File: config.mk
export PLATFORM = sky130hd
export DESIGN_NAME = tanh_4bit_preact_mac
export DESIGN_NICKNAME = d
export VERILOG_FILES = /design/src/rtl/tanh_act_pkg.sv /design/src/rtl/tanh_4bit_preact_quant.sv /design/src/rtl/tanh_4bit_preact_mac.sv
export SDC_FILE = /design/constraint.sdc
export NUM_CORES = 1
export LEC_CHECK = 0
export ABC_AREA = 1
export CORE_MARGIN = 4
export CORE_UTILIZATION = 53
export DETAILED_ROUTE_END_ITERATION = 10
export PLACE_DENSITY_LB_ADDON = 0.1
export SETUP_SLACK_MARGIN = 0.4
export SYNTH_ARGS = -nofsm -noshare
export SYNTH_HDL_FRONTEND = slang
export SYNTH_SLANG_ARGS = --single-unit
File: constraint.sdc
create_clock -name clk -period 3.35 [get_ports clk]
set_input_delay 0.335 -clock clk [delete_from_list [all_inputs] [get_ports clk]]
set_output_delay 0.335 -clock clk [all_outputs]
set_load 0.1 [all_outputs]
File: src/rtl/tanh_act_pkg.sv
`default_nettype none
// ============================================================================
//  Module      : tanh_act_pkg
//  Description : Shared constants and helpers for the 4-bit tanh activation
//                feeders. The output code is offset binary, so a signed
//                pre-activation q maps to the code q + CODE_ZERO.
//  Revision    : 1.0 - initial release
// ============================================================================
package tanh_act_pkg;

    localparam int              CODE_W    = 4;
    localparam logic [3:0]      CODE_ZERO = 4'd8;
    localparam int              CODE_MIN  = -8;
    localparam int              CODE_MAX  = 7;

    // Ceiling log2, usable in constant expressions
    function automatic int clog2(input int value);
        int r;
        r = 0;
        for (int v = value - 1; v > 0; v = v >> 1) begin
            r = r + 1;
        end
        return r;
    endfunction

endpackage
`default_nettype wire

File: src/rtl/tanh_4bit_preact_quant.sv
`default_nettype none
// ============================================================================
//  Module      : tanh_4bit_preact_quant
//  Description : Combinational quantiser. Arithmetic right shift of the
//                accumulated sum (floor toward -inf), clamp to the signed
//                4-bit range, then convert to the offset-binary code.
//  Revision    : 1.0 - initial release
// ============================================================================
module tanh_4bit_preact_quant
    import tanh_act_pkg::*;
#(
    parameter int ACC_W = 12,
    parameter int SHIFT = 4
) (
    input  logic signed [ACC_W-1:0]  i_sum,
    output logic                     o_sat,
    output logic        [CODE_W-1:0] o_code
);

    localparam logic signed [ACC_W-1:0] c_q_max = ACC_W'(CODE_MAX);
    localparam logic signed [ACC_W-1:0] c_q_min = ACC_W'(CODE_MIN);

    logic signed [ACC_W-1:0] w_q;

    // Shift, clamp and re-bias; the 4-bit add wraps q into offset binary
    always_comb begin
        w_q    = i_sum >>> SHIFT;
        o_sat  = 1'b0;
        o_code = w_q[CODE_W-1:0] + CODE_ZERO;
        if (w_q > c_q_max) begin
            o_sat  = 1'b1;
            o_code = c_q_max[CODE_W-1:0] + CODE_ZERO;
        end else if (w_q < c_q_min) begin
            o_sat  = 1'b1;
            o_code = c_q_min[CODE_W-1:0] + CODE_ZERO;
        end
    end

endmodule
`default_nettype wire

File: src/rtl/tanh_4bit_preact_mac.sv
`default_nettype none
// ============================================================================
//  Module      : tanh_4bit_preact_mac
//  Description : Streams N_TERMS signed 4-bit x/w pairs, accumulates the
//                products and quantises each finished sum into a one-entry
//                valid/ready output slot feeding the tanh block's In[3:0].
//                The next vector accumulates while a result waits; only the
//                final term of a vector can be stalled.
//  Revision    : 1.0 - initial release
// ============================================================================
module tanh_4bit_preact_mac
    import tanh_act_pkg::*;
#(
    parameter int N_TERMS = 8,
    parameter int ACC_W   = 12,
    parameter int SHIFT   = 4
) (
    input  logic              clk,
    input  logic              rst,
    input  logic              clr,
    input  logic              s_valid,
    output logic              s_ready,
    input  logic [3:0]        x_data,
    input  logic [3:0]        w_data,
    output logic              m_valid,
    input  logic              m_ready,
    output logic [CODE_W-1:0] m_code,
    output logic              m_sat
);

    localparam int                 c_cnt_w    = (clog2(N_TERMS) < 1) ? 1 : clog2(N_TERMS);
    localparam logic [c_cnt_w-1:0] c_last_cnt = c_cnt_w'(N_TERMS - 1);

    if (N_TERMS < 2) begin : g_n_terms_check
        $error("N_TERMS must be at least 2");
    end
    if (ACC_W < 8 + clog2(N_TERMS)) begin : g_acc_w_check
        $error("ACC_W too narrow to hold N_TERMS products without wrap");
    end
    if (SHIFT < 0 || SHIFT > ACC_W - 4) begin : g_shift_check
        $error("SHIFT out of range 0..ACC_W-4");
    end

    logic [c_cnt_w-1:0]      r_cnt;
    logic signed [ACC_W-1:0] r_acc;
    logic                    r_m_valid;
    logic [CODE_W-1:0]       r_m_code;
    logic                    r_m_sat;

    logic                    w_last;
    logic                    w_s_ready;
    logic                    w_accept;
    logic signed [7:0]       w_prod;
    logic signed [ACC_W-1:0] w_total;
    logic                    w_sat;
    logic [CODE_W-1:0]       w_code;

    assign w_last    = (r_cnt == c_last_cnt);
    // Only the final term waits, and only if the slot stays occupied
    assign w_s_ready = !(w_last && r_m_valid && !m_ready);
    assign w_accept  = s_valid && w_s_ready && !clr;
    assign w_prod    = $signed(x_data) * $signed(w_data);
    assign w_total   = r_acc + ACC_W'(w_prod);

    tanh_4bit_preact_quant #(
        .ACC_W (ACC_W),
        .SHIFT (SHIFT)
    ) u_quant (
        .i_sum  (w_total),
        .o_sat  (w_sat),
        .o_code (w_code)
    );

    // Term counter and accumulator; clr aborts the vector, final term restarts it
    always_ff @(posedge clk or posedge rst) begin
        if (rst) begin
            r_acc <= '0;
            r_cnt <= '0;
        end else if (clr) begin
            r_acc <= '0;
            r_cnt <= '0;
        end else if (w_accept) begin
            if (w_last) begin
                r_acc <= '0;
                r_cnt <= '0;
            end else begin
                r_acc <= w_total;
                r_cnt <= r_cnt + c_cnt_w'(1);
            end
        end
    end

    // Output slot: loaded by the final term, emptied by the consumer, untouched by clr
    always_ff @(posedge clk or posedge rst) begin
        if (rst) begin
            r_m_valid <= 1'b0;
            r_m_code  <= CODE_ZERO;
            r_m_sat   <= 1'b0;
        end else if (w_accept && w_last) begin
            r_m_valid <= 1'b1;
            r_m_code  <= w_code;
            r_m_sat   <= w_sat;
        end else if (m_ready) begin
            r_m_valid <= 1'b0;
        end
    end

    assign s_ready = w_s_ready;
    assign m_valid = r_m_valid;
    assign m_code  = r_m_code;
    assign m_sat   = r_m_sat;

endmodule
`default_nettype wire

==> results by group, run 1 <==
Worst setup path
  – Crit path from: w_data[3]
  – Startpoint of the most critical register-to-register path: r_acc[3]
  – Critical Path Source Type: input pin
  – Arrival time worst endpoint: 3.58 ns
  – Capture point of the worst reg-to-reg path: m_code[2]
  – Cell depth of the worst flop-to-flop path: 17
  – Worst EP required: 3.49 ns
  – Worst setup path category: in2reg
  – Element type at the critical path end: register
  – R2r setup slk: -0.07 ns
  – Maximum fanout count along the critical path: 4

Timing
  – Min Tclk post-route: 3.44 ns
  – Final setup violation count: 5
  – Tightest Pin Transition: 0.985 ns
  – Worst-case clock skew: 0.0125 ns
  – Worst hold margin: 0.491 ns
  – Unrepaired setup endpoints after global routing: true
  – Slew HR: 0.341
  – Total count of hold-check failures in the final report: 0
  – Fmax: 291 MHz
  – Number of max-slew violations in the final report: 0
  – Worst Setup Slack, final: -0.0922 ns
  – Final cycle utilization of the critical path: 1.03

Place
  – Post-Place Cell Area: 2970 sq um
  – Port bufs: 19
  – Half-perimeter wire length after detailed placement: 4430 um
  – Final weighted congestion of routability-driven global placement: 0.802

Clock tree
  – CTS Root Cell: sky130_fd_sc_hd__clkbuf_8
  – CTS max path bufs: 2
  – Hold-fix buffers at CTS: 0
  – Number of buffers created by CTS: 3
  – Insertion delay of the later-clocked pin in the worst-skew pair: 0.27 ns
  – CTS tree: built
  – H-Tree Depth: 1
  – TritonCTS Sinks: 21
  – Clk slew on worst S/H paths: 0.07 ns

Final layout
  – Count of antenna diodes in the layout: 0
  – Ratio of cells with drive above 1 in the final layout: 0.365
  – Synth-to-layout area growth: 35.3%
  – Summed area of non-filler cells in the final layout: 3270 sq um
  – Net count of the finished layout: 427

Detailed routing
  – Final WL: 5700 um
  – Post-DRT Antenna Nets: 0
  – DR vias/cell: 5.07
  – Total via count in the routed design: 2,110
  – Remaining routing DRC violations: 0
  – Detailed Routing Iterations Pass 1: 4
  – Detailed Route Iter0 Violations: 74
  – Wire length per cell: 13.7 um

Die
  – Initial core utilization: 0.551
  – Total number of placement rows: 24
  – Chip Width: 75.5 um
  – Area of the core region: 4380 sq um
  – Number of I/O pins: 20
  – DIE AREA: 5700 sq um
  – Die extent in y: 75.5 um

Status
  – Violated checks: negative setup slack
  – Run status: finished with violations

Hold path
  – Number of cells traversed by the worst hold path: 2
  – Hold path startpoint: m_code[3]
  – Worst hold-check path type: reg2reg
  – End of the worst hold path: m_code[3]

Pwr
  – VDD IR max: 0.575 mV
  – Reported leakage power: 1.81 nW
  – Pwr per Cell Area: 820 nW/um^2

Flow run
  – Max-cap viol count: 0

Logic synthesis
  – Cells taking the most area after synthesis: sky130_fd_sc_hd__dfrtp_1 21%, sky130_fd_sc_hd__fa_1 18%, sky130_fd_sc_hd__ha_1 14%, sky130_fd_sc_hd__inv_1 12%, sky130_fd_sc_hd__nand2_1 12%
  – Portion of the post-synthesis area used by sequential elements: 0.218
  – Count of different cell masters after synthesis: 28
  – Count of synthesis-stage warnings from yosys: 0
  – Mean post-synth cell area: 7.72 sq um
  – Seq cells post-synth: 21
  – Gate count of the mapped netlist: 313
  – Area of the mapped netlist: 2420 sq um
  – Share of the synthesized area in the top cell type: 0.207
  – Cell accounting for the most synthesized area: sky130_fd_sc_hd__dfrtp_1
  – Post-Syn Nets: 375

Global route
  – GRT Util Overall: 0.210
  – Number of global-route vias before repair: 2,087
  – Total grt overflow: 0
  – Number of antenna violations at the first check in global routing: 0
  – Maximum number of pins on one net before global-route repair: 22
  – First-pass GRT wire length: 9100 um
## final cells by class
type	count	area, sq um
clock buffers	3	41.3
clock inverters	1	5.00
fillers	344	1110
inverters	81	319
multi-input cells	208	1890
flip-flops and latches	21	527
well taps	52	65.1
repair buffers	50	427
## cell usage in the layout, fill, tap and decap left out, drive strengths merged, types with 2 or more instances in the layout
cell | Yosys | routed
clkbuf | 2 | 6
ha | 27 | 27
xor2 | 2 | 2
dfrtp | 20 | 20
o21ai | 9 | 9
clkdlybuf4s15 | 0 | 2
inv | 81 | 81
nand4 | 4 | 4
or2 | 2 | 2
fa | 22 | 22
a32o | 5 | 5
nor2 | 16 | 16
nand2 | 84 | 84
nand3b | 2 | 2
clkdlybuf4s50 | 0 | 10
a21oi | 3 | 3
xnor2 | 2 | 2
nand3 | 27 | 27
buf | 1 | 34
## layer usage
| layer | part of all wire | vias up | GRT usage | wire length (um) |
|---|---|---|---|---|
| li1 | - | 1060 | - | - |
| met5 | 0 | - | 0 | 0 |
| met3 | 0.033 | 17 | 0.0343 | 186 |
| met2 | 0.53 | 47 | 0.376 | 3010 |
| met1 | 0.41 | 986 | 0.259 | 2360 |
| met4 | 0.025 | 0 | 0.0602 | 140 |
## state kept, by name, summed over array words and instances, names as in the netlist
signal,count
m_code,4
m_sat,1
m_valid,1
r_acc,12
r_cnt,3
## logic make-up (layout without fill, tap and decap cells)
| group | count (synthesis) | in the layout | synth area share |
|---|---|---|---|
| compound gates | 20 | 20 | 0.0601 |
| xor+xnor | 4 | 4 | 0.0145 |
| fa+ha+maj | 49 | 49 | 0.322 |
| buf+inv | 84 | 135 | 0.131 |
| flops | 21 | 21 | 0.218 |
| simple gates | 135 | 135 | 0.254 |
## repair_timing
action | in CTS | in global routing
setup buffers | 6 | 1
cloned | 0 | 0
setup endpoints to repair | 14 | 14
pin swaps | 24 | 33
resized for setup | 52 | 38
## synth_stat cells, drive strengths merged
| library cell | instances |
|---|---|
| a32o | 5 |
| nand4 | 4 |
| ha | 27 |
| nand2 | 84 |
| or2 | 2 |
| fa | 22 |
| clkbuf | 2 |
| nand3 | 27 |
| o211ai | 1 |
| inv | 81 |
| a21oi | 3 |
| xor2 | 2 |
| dfrtp | 20 |
| buf | 1 |
| a21boi | 1 |
| o21ai | 9 |
| o21bai | 1 |
| dfstp | 1 |
| nor2 | 16 |
| xnor2 | 2 |
| nand3b | 2 |
## critical path, stage by stage
cell                      delay, ns
sky130_fd_sc_hd__buf_6         0.07
sky130_fd_sc_hd__buf_6         0.12
sky130_fd_sc_hd__inv_12        0.03
sky130_fd_sc_hd__or2_4         0.22
sky130_fd_sc_hd__fa_1          0.46
sky130_fd_sc_hd__fa_1          0.54
sky130_fd_sc_hd__inv_2         0.04
sky130_fd_sc_hd__fa_2          0.54
sky130_fd_sc_hd__inv_2         0.04
sky130_fd_sc_hd__fa_2          0.34
sky130_fd_sc_hd__inv_2         0.08
sky130_fd_sc_hd__nand2_2       0.05
sky130_fd_sc_hd__nand3_2       0.06
sky130_fd_sc_hd__nand2_2       0.07
sky130_fd_sc_hd__nand2_2       0.08
sky130_fd_sc_hd__nand2_2       0.06
sky130_fd_sc_hd__nand2_2       0.07
sky130_fd_sc_hd__nand4_1       0.16
sky130_fd_sc_hd__nand3_2       0.16
sky130_fd_sc_hd__nand3_2       0.08
## worst max path at each step
stage / end / slack (ns) / cells after the start
after floorplan: m_code[0] / 0.12 / 18
after global placement: m_code[1] / -0.66 / 20
after detailed placement: m_code[1] / -0.71 / 17
after CTS: m_code[2] / -0.13 / 17
after global routing: m_code[2] / -0.22 / 20
final: m_code[2] / -0.09 / 20
## report_power, final
part	internal [mW]	total (mW)	switching (mW)
clock	0.0830	0.166	0.0832
combinational	0.993	2.18	1.19
sequential	0.297	0.337	0.0402
total	1.37	2.68	1.31
## through the flow
step	util	power (mW)	setup TNS, ns	worst slack (ns)	cells
6_report	0.746	2.68	-0.305	-0.0922	416
5_1_grt	0.746	2.94	-0.938	-0.221	416
4_1_cts	0.723	2.44	-0.577	-0.134	415
3_5_place_dp	0.678	2.03	-7.30	-0.709	405
3_3_place_gp	0.678	1.99	-6.71	-0.657	405
2_1_floorplan	-	1.50	0	0.116	313
Power figures use the tool's default switching activity.
==> run 2, diff against run 1 <==
--- a/config.mk
+++ b/config.mk
@@ -10,6 +10,7 @@
 export CORE_UTILIZATION = 53
 export DETAILED_ROUTE_END_ITERATION = 10
 export PLACE_DENSITY_LB_ADDON = 0.1
+export REMOVE_ABC_BUFFERS = 1
 export SETUP_SLACK_MARGIN = 0.4
 export SYNTH_ARGS = -nofsm -noshare
 export SYNTH_HDL_FRONTEND = slang
==> run 2 against run 1 <==
  * The flow still finishes with violations (negative setup slack)
  * Via count is 6.1% higher
  * Count of clock-buffer cells in the layout rose by 1
  * Critical path type is now reg2reg
  * Largest power group unchanged
  * Highest routed layer unchanged
  * Total power rose by 1.3%
==> results by group, run 2 (same netlist as run 1, synthesis figures left out) <==
Place
  – Placement Setup Slack: -0.900 ns (was -0.709 ns)
  – Half-perimeter wire length after detailed placement: 4110 um (was 4430 um)
  – Port bufs: 19 (unchanged)
  – Post-Place Cell Area: 2850 sq um (was 2970 sq um)
  – Final weighted congestion of routability-driven global placement: 0.849 (was 0.802)

Final layout
  – Finished Core Util: 0.788 (was 0.746)
  – Ratio of cells with drive above 1 in the final layout: 0.415 (was 0.365)
  – Most frequent standard cell in the layout excluding fill and tap cells: sky130_fd_sc_hd__inv_1 (unchanged)
  – Synth-to-layout area growth: 42.9% (was 35.3%)
  – Register ranked first by flip-flop count: r_acc (unchanged)
  – Summed area of non-filler cells in the final layout: 3450 sq um (was 3270 sq um)
  – Net count of the finished layout: 449 (was 427)
  – Count of antenna diodes in the layout: 0 (unchanged)
  – Highest-count cells in the layout ignoring fill and taps: 62 x sky130_fd_sc_hd__inv_1, 57 x sky130_fd_sc_hd__nand2_1, 45 x sky130_fd_sc_hd__buf_4, 24 x sky130_fd_sc_hd__nand2_2 (was 66 x sky130_fd_sc_hd__inv_1, 55 x sky130_fd_sc_hd__nand2_1, 28 x sky130_fd_sc_hd__buf_4, 25 x sky130_fd_sc_hd__nand2_2)
  – Fillers: 309 (was 344)
  – Flip-flop count of the largest register after layout: 12 (unchanged)

Detailed routing
  – Total via count in the routed design: 2,238 (was 2,110)
  – Wire length per cell: 13.5 um (was 13.7 um)
  – Final WL: 5920 um (was 5700 um)
  – Detailed Routing Iterations Pass 1: 4 (unchanged)
  – Remaining routing DRC violations: 0 (unchanged)
  – Detailed Route Iter0 Violations: 75 (was 74)
  – Post-DRT Antenna Nets: 0 (unchanged)
  – DR vias/cell: 5.11 (was 5.07)

Pwr
  – Pwr per Cell Area: 787 nW/um^2 (was 820 nW/um^2)
  – Reported leakage power: 1.91 nW (was 1.81 nW)
  – VDD IR max: 0.508 mV (was 0.575 mV)

Timing
  – Final setup violation count: 5 (unchanged)
  – Total count of hold-check failures in the final report: 0 (unchanged)
  – Tightest Pin Transition: 0.975 ns (was 0.985 ns)
  – Fmax: 289 MHz (was 291 MHz)
  – Number of max-slew violations in the final report: 0 (unchanged)
  – Min Tclk post-route: 3.46 ns (was 3.44 ns)
  – Unrepaired setup endpoints after global routing: true (unchanged)
  – Worst Setup Slack, final: -0.109 ns (was -0.0922 ns)
  – Worst-case clock skew: 0.00384 ns (was 0.0125 ns)
  – Slew HR: 0.348 (was 0.341)
  – Final cycle utilization of the critical path: 1.03 (about the same)

Hold path
  – Worst hold-check path type: reg2reg (unchanged)
  – Number of cells traversed by the worst hold path: 2 (unchanged)
  – Hold path startpoint: m_code[3] (unchanged)
  – End of the worst hold path: m_code[3] (unchanged)

Clock tree
  – Clk slew on worst S/H paths: 0.07 ns (about the same)
  – TritonCTS Sinks: 21 (unchanged)
  – CTS tree: built (unchanged)
  – CTS Root Cell: sky130_fd_sc_hd__clkbuf_8 (unchanged)
  – Number of buffers created by CTS: 3 (unchanged)
  – CTS max path bufs: 2 (unchanged)
  – Insertion delay of the later-clocked pin in the worst-skew pair: 0.26 ns (was 0.27 ns)
  – H-Tree Depth: 1 (unchanged)
  – Hold-fix buffers at CTS: 0 (unchanged)

Global route
  – Maximum number of pins on one net before global-route repair: 22 (unchanged)
  – First-pass GRT wire length: 9730 um (was 9100 um)
  – Number of antenna violations at the first check in global routing: 0 (unchanged)
  – Total grt overflow: 0 (unchanged)
  – GRT Util Overall: 0.229 (was 0.210)
  – Number of global-route vias before repair: 2,240 (was 2,087)

Worst setup path
  – Maximum fanout count along the critical path: 3 (was 4)
  – Critical Path Source Type: register (was input pin)
  – Arrival time worst endpoint: 3.61 ns (was 3.58 ns)
  – R2r setup slk: -0.11 ns (was -0.07 ns)
  – Highest cell delay on the worst timing path: 0.56 ns (was 0.54 ns)
  – Critical path cell sequence: fa_1, inv_1, fa_1, inv_2, fa_2, inv_2, fa_2, inv_2, nand2_2, nand3_2, nand2_2, nand2_2, nand2_1, nand2_1, nand4_1, nand3_2, nand3_2 (was buf_6, buf_6, inv_12, or2_4, fa_1, fa_1, inv_2, fa_2, inv_2, fa_2, inv_2, nand2_2, nand3_2, nand2_2, nand2_2, nand2_2, nand2_2, nand4_1, nand3_2, nand3_2)
  – Capture point of the worst reg-to-reg path: m_code[2] (unchanged)
  – Worst EP required: 3.50 ns (was 3.49 ns)
  – Number of stages on the worst setup path: 17 (was 20)
  – Highest-delay cell along the critical path: sky130_fd_sc_hd__fa_2 (was sky130_fd_sc_hd__fa_1)
  – Crit path from: r_acc[3] (was w_data[3])
  – Crit path max-delay family: adder cells (unchanged)
  – Cell depth of the worst flop-to-flop path: 17 (unchanged)
  – Crit path buf inv count: 4 (was 6)
  – Worst setup path category: reg2reg (was in2reg)
  – Startpoint of the most critical register-to-register path: r_acc[3] (unchanged)
  – Element type at the critical path end: register (unchanged)

Status
  – Violated checks: negative setup slack (unchanged)
  – Run status: finished with violations (unchanged)

Die
  – Die extent in y: 75.5 um (unchanged)
  – DIE AREA: 5700 sq um (unchanged)
  – Number of I/O pins: 20 (unchanged)
  – Initial core utilization: 0.551 (unchanged)
  – Chip Width: 75.5 um (unchanged)
  – Area of the core region: 4380 sq um (unchanged)
  – Total number of placement rows: 24 (unchanged)

Flow run
  – Max-cap viol count: 0 (unchanged)
==> run 2: how the worst max path moves through the flow <==
stage,end
finish,m_code[2]
global route,m_code[2]
CTS,m_code[0]
detailed placement,m_code[1]
global placement,m_code[1]
floorplan,m_code[0]
==> run 2: cell type report <==
class,instances,area (sq um),share of cell area
multi-input combinational,208,1910,0.552
timing repair buffer,72,606,0.175
sequential,21,527,0.153
inverter,81,304,0.0880
tap,52,65.1,0.0188
clock buffer,4,45.0,0.0130
==> run 2: what timing repair did <==
action	in CTS	in global routing
buffers inserted	24	3
endpoints found under the setup margin	14	13
pin swaps	47	34
resized for setup	91	35
==> run 2: per-stage QoR <==
| step | power (mW) | instances | hold slack (ns) | TNS (ns) |
|---|---|---|---|---|
| after global routing | 2.97 | 438 | 0.492 | -1.40 |
| after CTS | 2.49 | 435 | 0.479 | 0 |
| after global placement | 1.77 | 407 | 0.462 | -9.52 |
| after floorplan | 1.35 | 310 | 0.311 | -1.13 |
| after detailed placement | 1.79 | 407 | 0.468 | -9.72 |
| final | 2.72 | 438 | 0.476 | -0.459 |
==> run 2: worst register-to-register path, stage by stage, from the launching register on <==
cell                      delay, ns
sky130_fd_sc_hd__dfrtp_1       0.40
sky130_fd_sc_hd__fa_1          0.49
sky130_fd_sc_hd__inv_1         0.05
sky130_fd_sc_hd__fa_1          0.54
sky130_fd_sc_hd__inv_2         0.04
sky130_fd_sc_hd__fa_2          0.56
sky130_fd_sc_hd__inv_2         0.05
sky130_fd_sc_hd__fa_2          0.40
sky130_fd_sc_hd__inv_2         0.09
sky130_fd_sc_hd__nand2_2       0.06
sky130_fd_sc_hd__nand3_2       0.07
sky130_fd_sc_hd__nand2_2       0.07
sky130_fd_sc_hd__nand2_2       0.07
sky130_fd_sc_hd__nand2_1       0.05
sky130_fd_sc_hd__nand2_1       0.08
sky130_fd_sc_hd__nand4_1       0.12
sky130_fd_sc_hd__nand3_2       0.13
sky130_fd_sc_hd__nand3_2       0.08
==> run 2: routing by layer <==
metal / GRT usage / share of wire / routed length (um) / vias up
li1: - / - / - / 1102
met1: 0.270 / 0.39 / 2330 / 1072
met2: 0.422 / 0.55 / 3230 / 41
met3: 0.0330 / 0.026 / 156 / 23
met4: 0.0777 / 0.035 / 209 / 0
met5: 0 / 0 / 0 / -
==> run 2: where the power goes <==
part | switching [mW] | total, mW | internal (mW) | leakage (nW)
Combinational | 1.20 | 2.22 | 1.02 | 1.61
Clock | 0.0780 | 0.163 | 0.0848 | 0.0228
Sequential | 0.0394 | 0.337 | 0.297 | 0.281
Total | 1.32 | 2.72 | 1.40 | 1.91
==> run 3, diff against run 2 <==
--- a/config.mk
+++ b/config.mk
@@ -12,6 +12,7 @@
 export PLACE_DENSITY_LB_ADDON = 0.1
 export REMOVE_ABC_BUFFERS = 1
 export SETUP_SLACK_MARGIN = 0.4
+export SLEW_MARGIN = 20
 export SYNTH_ARGS = -nofsm -noshare
 export SYNTH_HDL_FRONTEND = slang
 export SYNTH_SLANG_ARGS = --single-unit
==> results of run 3 <==
The final DEF is identical to that of run 2; final timing and power are the same.
==> variant 1, RTL diff (flow settings as in run 3) <==
`ACC_W` is set to 12 in 2 places; all go to 24.
--- a/src/rtl/tanh_4bit_preact_quant.sv
+++ b/src/rtl/tanh_4bit_preact_quant.sv
@@ -9,7 +9,7 @@
 module tanh_4bit_preact_quant
     import tanh_act_pkg::*;
 #(
-    parameter int ACC_W = 12,
+    parameter int ACC_W = 24,
     parameter int SHIFT = 4
 ) (
     input  logic signed [ACC_W-1:0]  i_sum,
--- a/src/rtl/tanh_4bit_preact_mac.sv
+++ b/src/rtl/tanh_4bit_preact_mac.sv
@@ -12,7 +12,7 @@
     import tanh_act_pkg::*;
 #(
     parameter int N_TERMS = 8,
-    parameter int ACC_W   = 12,
+    parameter int ACC_W   = 24,
     parameter int SHIFT   = 4
 ) (
     input  logic              clk,
Check against the original RTL: no difference found for any inputs over 4 cycles, from zero or initial values and one cycle with rst high; that may be too few to reach the edited logic, so the function may still have changed.
==> variant 1 against run 3 <==
The flow still finishes with violations (setup timing). Wire length rose to 3.1 times the old value. Fmax down 16%. Sequential cell count up 12. Largest cell class unchanged. Worst setup slack worse by 0.68 ns. Critical path type unchanged. Cell area up 120%. Highest routed layer unchanged. Area after synthesis up 99%.
Power is left out: the tool's default activity adds up to more than one toggle a clock period on the data nets, which glitch-free logic cannot reach.
==> variant 1: results (changes against run 3) <==
| Metric | Value |
|---|---|
| GPL Wtd Cong | 0.9206 (+8.4%) |
| Largest register FFs | 24 (+12) |
| Slowest stage delay, CP | 0.59 ns (+0.03 ns) |
| Post-synth top cells | nand2_1, inv_1, nand3_1 |
| TritonRoute pass-1 iters | 5 (+1) |
| Status | finished with violations |
| Routed wire length | 18390 um (+210%) |
| Hold Path Class | input pin to async pin |
| Cell family with most CP delay | adder cells |
| CP Max Fanout | 4 (+1) |
| Fin nets | 945 (+110%) |
| Avg Cell Area, Syn | 7.139 sq um (-7.5%) |
| Dpl cell area | 5908 sq um (+110%) |
| Place WS | -1.640 ns (-0.7405 ns) |
| Ant diodes | 0 (unchanged) |
| Cells after DPL | 896 (+120%) |
| Layout cells sized above 1 | 45.57% (+4.1 points) |
| Clock Tree Root | clkbuf_8 |
| Share of synthesized registers carrying an async set or reset | 100.0% (unchanged) |
| H-tree depth | 2 (+1) |
| Setup WS post-layout | -0.7864 ns (-0.6770 ns) |
| Largest net degree at the start of global routing | 28 (+27%) |
| Slew headroom | 34.57% (-0.22 points) |
| Cts bufs inserted | 5 (+2) |
| Violated checks | setup timing |
| Total number of yosys warnings | 0 (unchanged) |
| Worst R2R Path Depth | 22 (+5) |
| Post-synth EDFFs | 0 (unchanged) |
| Vias in the first global route | 5598 (+150%) |
| Antenna violations before repair | 0 (unchanged) |
| Sequential area share after synthesis | 17.21% (-4.6 points) |
| Initial DRC count | 489 (+550%) |
| Yosys cell types | 33 (+18%) |
| Final non-filler cell total | 944 (+120%) |
| Worst Skew | 0.01699 ns (+0.01315 ns) |
| Global-route wire length before repair | 25820 um (+170%) |
| Top reg by flops | r_acc |
| Hpwl dp | 9940 um (+140%) |
| WP data arrival | 4.37 ns (+0.76 ns) |
| Slowest stage cell, crit path | fa_2 |
| Max Root-Sink Buffers | 2 (unchanged) |
| Vias per cell | 5.859 (+15%) |
| Overall Global Routing Usage | 31.49% (+8.6 points) |
| Fin Setup TNS | -8.830 ns (-8.371 ns) |
| Final setup fails | 24 (+19) |
| Clk slew on worst S/H paths | 0.09 ns (+0.02 ns) |
| Area contributors post-synth | fa_1, dfrtp_1, ha_1, nand2_1, inv_1 |
| Skew-Pair Late Insertion Delay | 0.31 ns (+0.05 ns) |
-- variant 1: metal layers --
layer | GRT usage (%) | vias up | share of wire (%)
met1 | 35.67 | 2607 | 35
met2 | 55.25 | 356 | 49
met5 | 0 | - | 0
li1 | - | 2394 | -
met4 | 19.92 | 0 | 8.2
met3 | 4.762 | 174 | 7.5
-- variant 1: worst paths after layout --
| check | slack, ns | start | to |
|---|---|---|---|
| setup / recovery | -0.79 | r_acc[3]$_DFFE_PP0P_ | m_code[0]$_DFFE_PP0P_ |
| hold / removal | 0.43 | rst | m_code[2]$_DFFE_PP0P_ |
| setup reg to reg | -0.79 | r_acc[3]$_DFFE_PP0P_ | m_code[0]$_DFFE_PP0P_ |
| hold reg to reg | 0.48 | m_sat$_DFFE_PP0P_ | m_sat$_DFFE_PP0P_ |
| max in group asynchronous | 2.21 | rst | r_acc[20]$_DFFE_PP0P_ |
| min in group clk | 0.48 | m_sat$_DFFE_PP0P_ | m_sat$_DFFE_PP0P_ |
-- variant 1: logic make-up after synthesis --
group                      count (synthesis)  share of synthesized area, %
AOI/OAI and AO/OA                         56                         7.292
xor gates and xnor gates                  11                         2.161
adders and majority gates                 97                         32.14
buffers and inverters                    172                         13.44
DFF                                       33                         17.21
and+or+nand+nor                          304                         27.76
-- variant 1: what timing repair did --
action | 4_1_cts | 5_1_grt
setup endpoints to repair | 26 | 26
hold buffers | 0 | 0
pin swaps | 117 | 54
resized for setup | 254 | 78
setup buffers | 32 | 8
hold endpoints to repair | 0 | 0
-- variant 1: area by class of cell --
class,instances,area (sq um)
tap,108,135.1
clock buffer,5,68.82
sequential,33,827.0
fill,423,1221
inverter,166,630.6
multi-input combinational,468,4414
clock inverter,3,17.52
timing repair buffer,161,1449
==> variant 2, RTL diff (config.mk and constraints of run 3) <==
Made on the original files. Reset style: synchronous (`rst`), changed in 2 clocked blocks.
--- a/src/rtl/tanh_4bit_preact_mac.sv
+++ b/src/rtl/tanh_4bit_preact_mac.sv
@@ -72,7 +72,7 @@
     );
 
     // Term counter and accumulator; clr aborts the vector, final term restarts it
-    always_ff @(posedge clk or posedge rst) begin
+    always_ff @(posedge clk) begin
         if (rst) begin
             r_acc <= '0;
             r_cnt <= '0;
@@ -91,7 +91,7 @@
     end
 
     // Output slot: loaded by the final term, emptied by the consumer, untouched by clr
-    always_ff @(posedge clk or posedge rst) begin
+    always_ff @(posedge clk) begin
         if (rst) begin
             r_m_valid <= 1'b0;
             r_m_code  <= CODE_ZERO;
Function: changed (a bounded check fails within 10 cycles, from zero or initial values and one cycle with rst high; the reset may be asserted at any time).
==> variant 2 against run 3 <==
The run still ends with setup timing left. Cell area shrank 0.51%. Cell count up 3.2%. Area after synthesis is 0.21% lower. Clock skew decreased by 0.0020 ns. Core utilization is 0.40 points lower. Sequential cell count unchanged. Worst hold slack worse by 0.0047 ns. Total power down 39%. Wire length up 1.9%. Fmax rose by 0.72%. First-iteration DRC count is 23% higher. Largest cell class unchanged. Worst setup slack better by 0.025 ns.
==> variant 2: results (changes against run 3) <==
| Metric | Value |
|---|---|
| # fillers | 311 (+0.65%) |
| Compound-Gate Fraction of Synth Area | 6.850% (+0.84 points) |
| Area contributors post-synth | fa_1, dfxtp_1, nand2_1, ha_1, inv_1 |
| Crit Reg-Reg Startpoint | r_acc[3]$_SDFFE_PP0P_ |
| Fin nets | 463 (+3.1%) |
| Count of multi-input gates | 233 (+12%) |
| CP Max Fanout | 4 (+1) |
| Hpwl dp | 4273 um (+4.0%) |
| Worst R2R Path Depth | 18 (+1) |
| Violated checks | setup timing |
| Syn Inst Count | 343 (+9.6%) |
| Routed wire length | 6038 um (+1.9%) |
| Cells after DPL | 438 (+7.6%) |
| Share of synthesized registers carrying an async set or reset | 0% (-100 points) |
| Overall Global Routing Usage | 22.06% (-0.81 points) |
| Seq cells | 21 (unchanged) |
| Vias per cell | 5.044 (-1.3%) |
| Post-synth top cells | nand2_1, inv_1, ha_1 |
| GPL Wtd Cong | 0.8626 (+1.6%) |
| Post-synthesis adder-cell area fraction | 32.28% (+0.067 points) |
| Setup WS post-layout | -0.08454 ns (+0.02484 ns) |
| Non-clock buffers | 57 (-21%) |
| Final non-clock buffer share | 14.28% (-3.3 points) |
| Top cell type's share of synthesized area | 18.27% (-2.4 points) |
| Global-route wire length before repair | 9722 um (about the same) |
| Logic inverters | 85 (+4.9%) |
| Multi-input logic area | 2079 sq um (+9.1%) |
| Slowest stage cell, crit path | fa_1 |
| Worst Skew | 0.001868 ns (-0.001972 ns) |
| Slew headroom | 35.26% (+0.47 points) |
| Peak supply drop | 357.0 uV (-30%) |
| Hold EP | m_code[3]$_SDFFE_PP1P_ |
| Hold Worst Slack | 0.4709 ns (-0.004712 ns) |
| Vias in the first global route | 2209 (-1.4%) |
| Largest net degree at the start of global routing | 17 (-23%) |
| Final setup fails | 6 (+1) |
| Main flop type after synthesis | dfxtp_1 |
| Status | finished with violations |
## variant 2: stage by stage
step                setup TNS (ns)  worst slack, ns  cell area (sq um)
global placement            -9.870          -0.9008               2856
floorplan                   -1.599          -0.3286               2394
global route                -1.375          -0.2773               3436
finish                     -0.2552         -0.08454               3436
detailed placement          -10.13          -0.9528               2856
CTS                        -0.2759         -0.07694               3251
## variant 2: repair_timing
| item | CTS | global route |
|---|---|---|
| setup endpoints to repair | 14 | 14 |
| hold endpoints to repair | 0 | 0 |
| hold buffers | 0 | 0 |
| setup buffers | 7 | 3 |
| resized for setup | 101 | 53 |
| pin swaps | 51 | 42 |
## variant 2: power breakdown
group | switching, W | total [W] | leakage (nW) | internal, W
clock | 0.0000789 | 0.000164 | 0.0228 | 0.0000847
combinational | 0.000674 | 0.00124 | 1.59 | 0.000562
sequential | 0.00000908 | 0.000268 | 0.171 | 0.000259
## variant 2: how the worst max path moves through the flow
stage,start,endpoint,cells after the start
after floorplan,w_data[3],m_sat$_SDFFE_PP0P_,18
after detailed placement,w_data[3],m_sat$_SDFFE_PP0P_,19
after global placement,w_data[3],m_code[2]$_SDFFE_PP0P_,19
after CTS,r_acc[3]$_SDFFE_PP0P_,m_code[0]$_SDFFE_PP0P_,18
final,x_data[3],m_code[0]$_SDFFE_PP0P_,21
after global routing,w_data[1],m_code[2]$_SDFFE_PP0P_,20
## variant 2: per-layer routing
metal | vias to the layer above | GRT usage (%) | wire (um)
met2 | 35 | 41.13 | 3313
met4 | 0 | 3.689 | 63
met3 | 12 | 3.166 | 179
li1 | 1150 | - | -
met1 | 1083 | 27.23 | 2481
met5 | - | 0 | 0
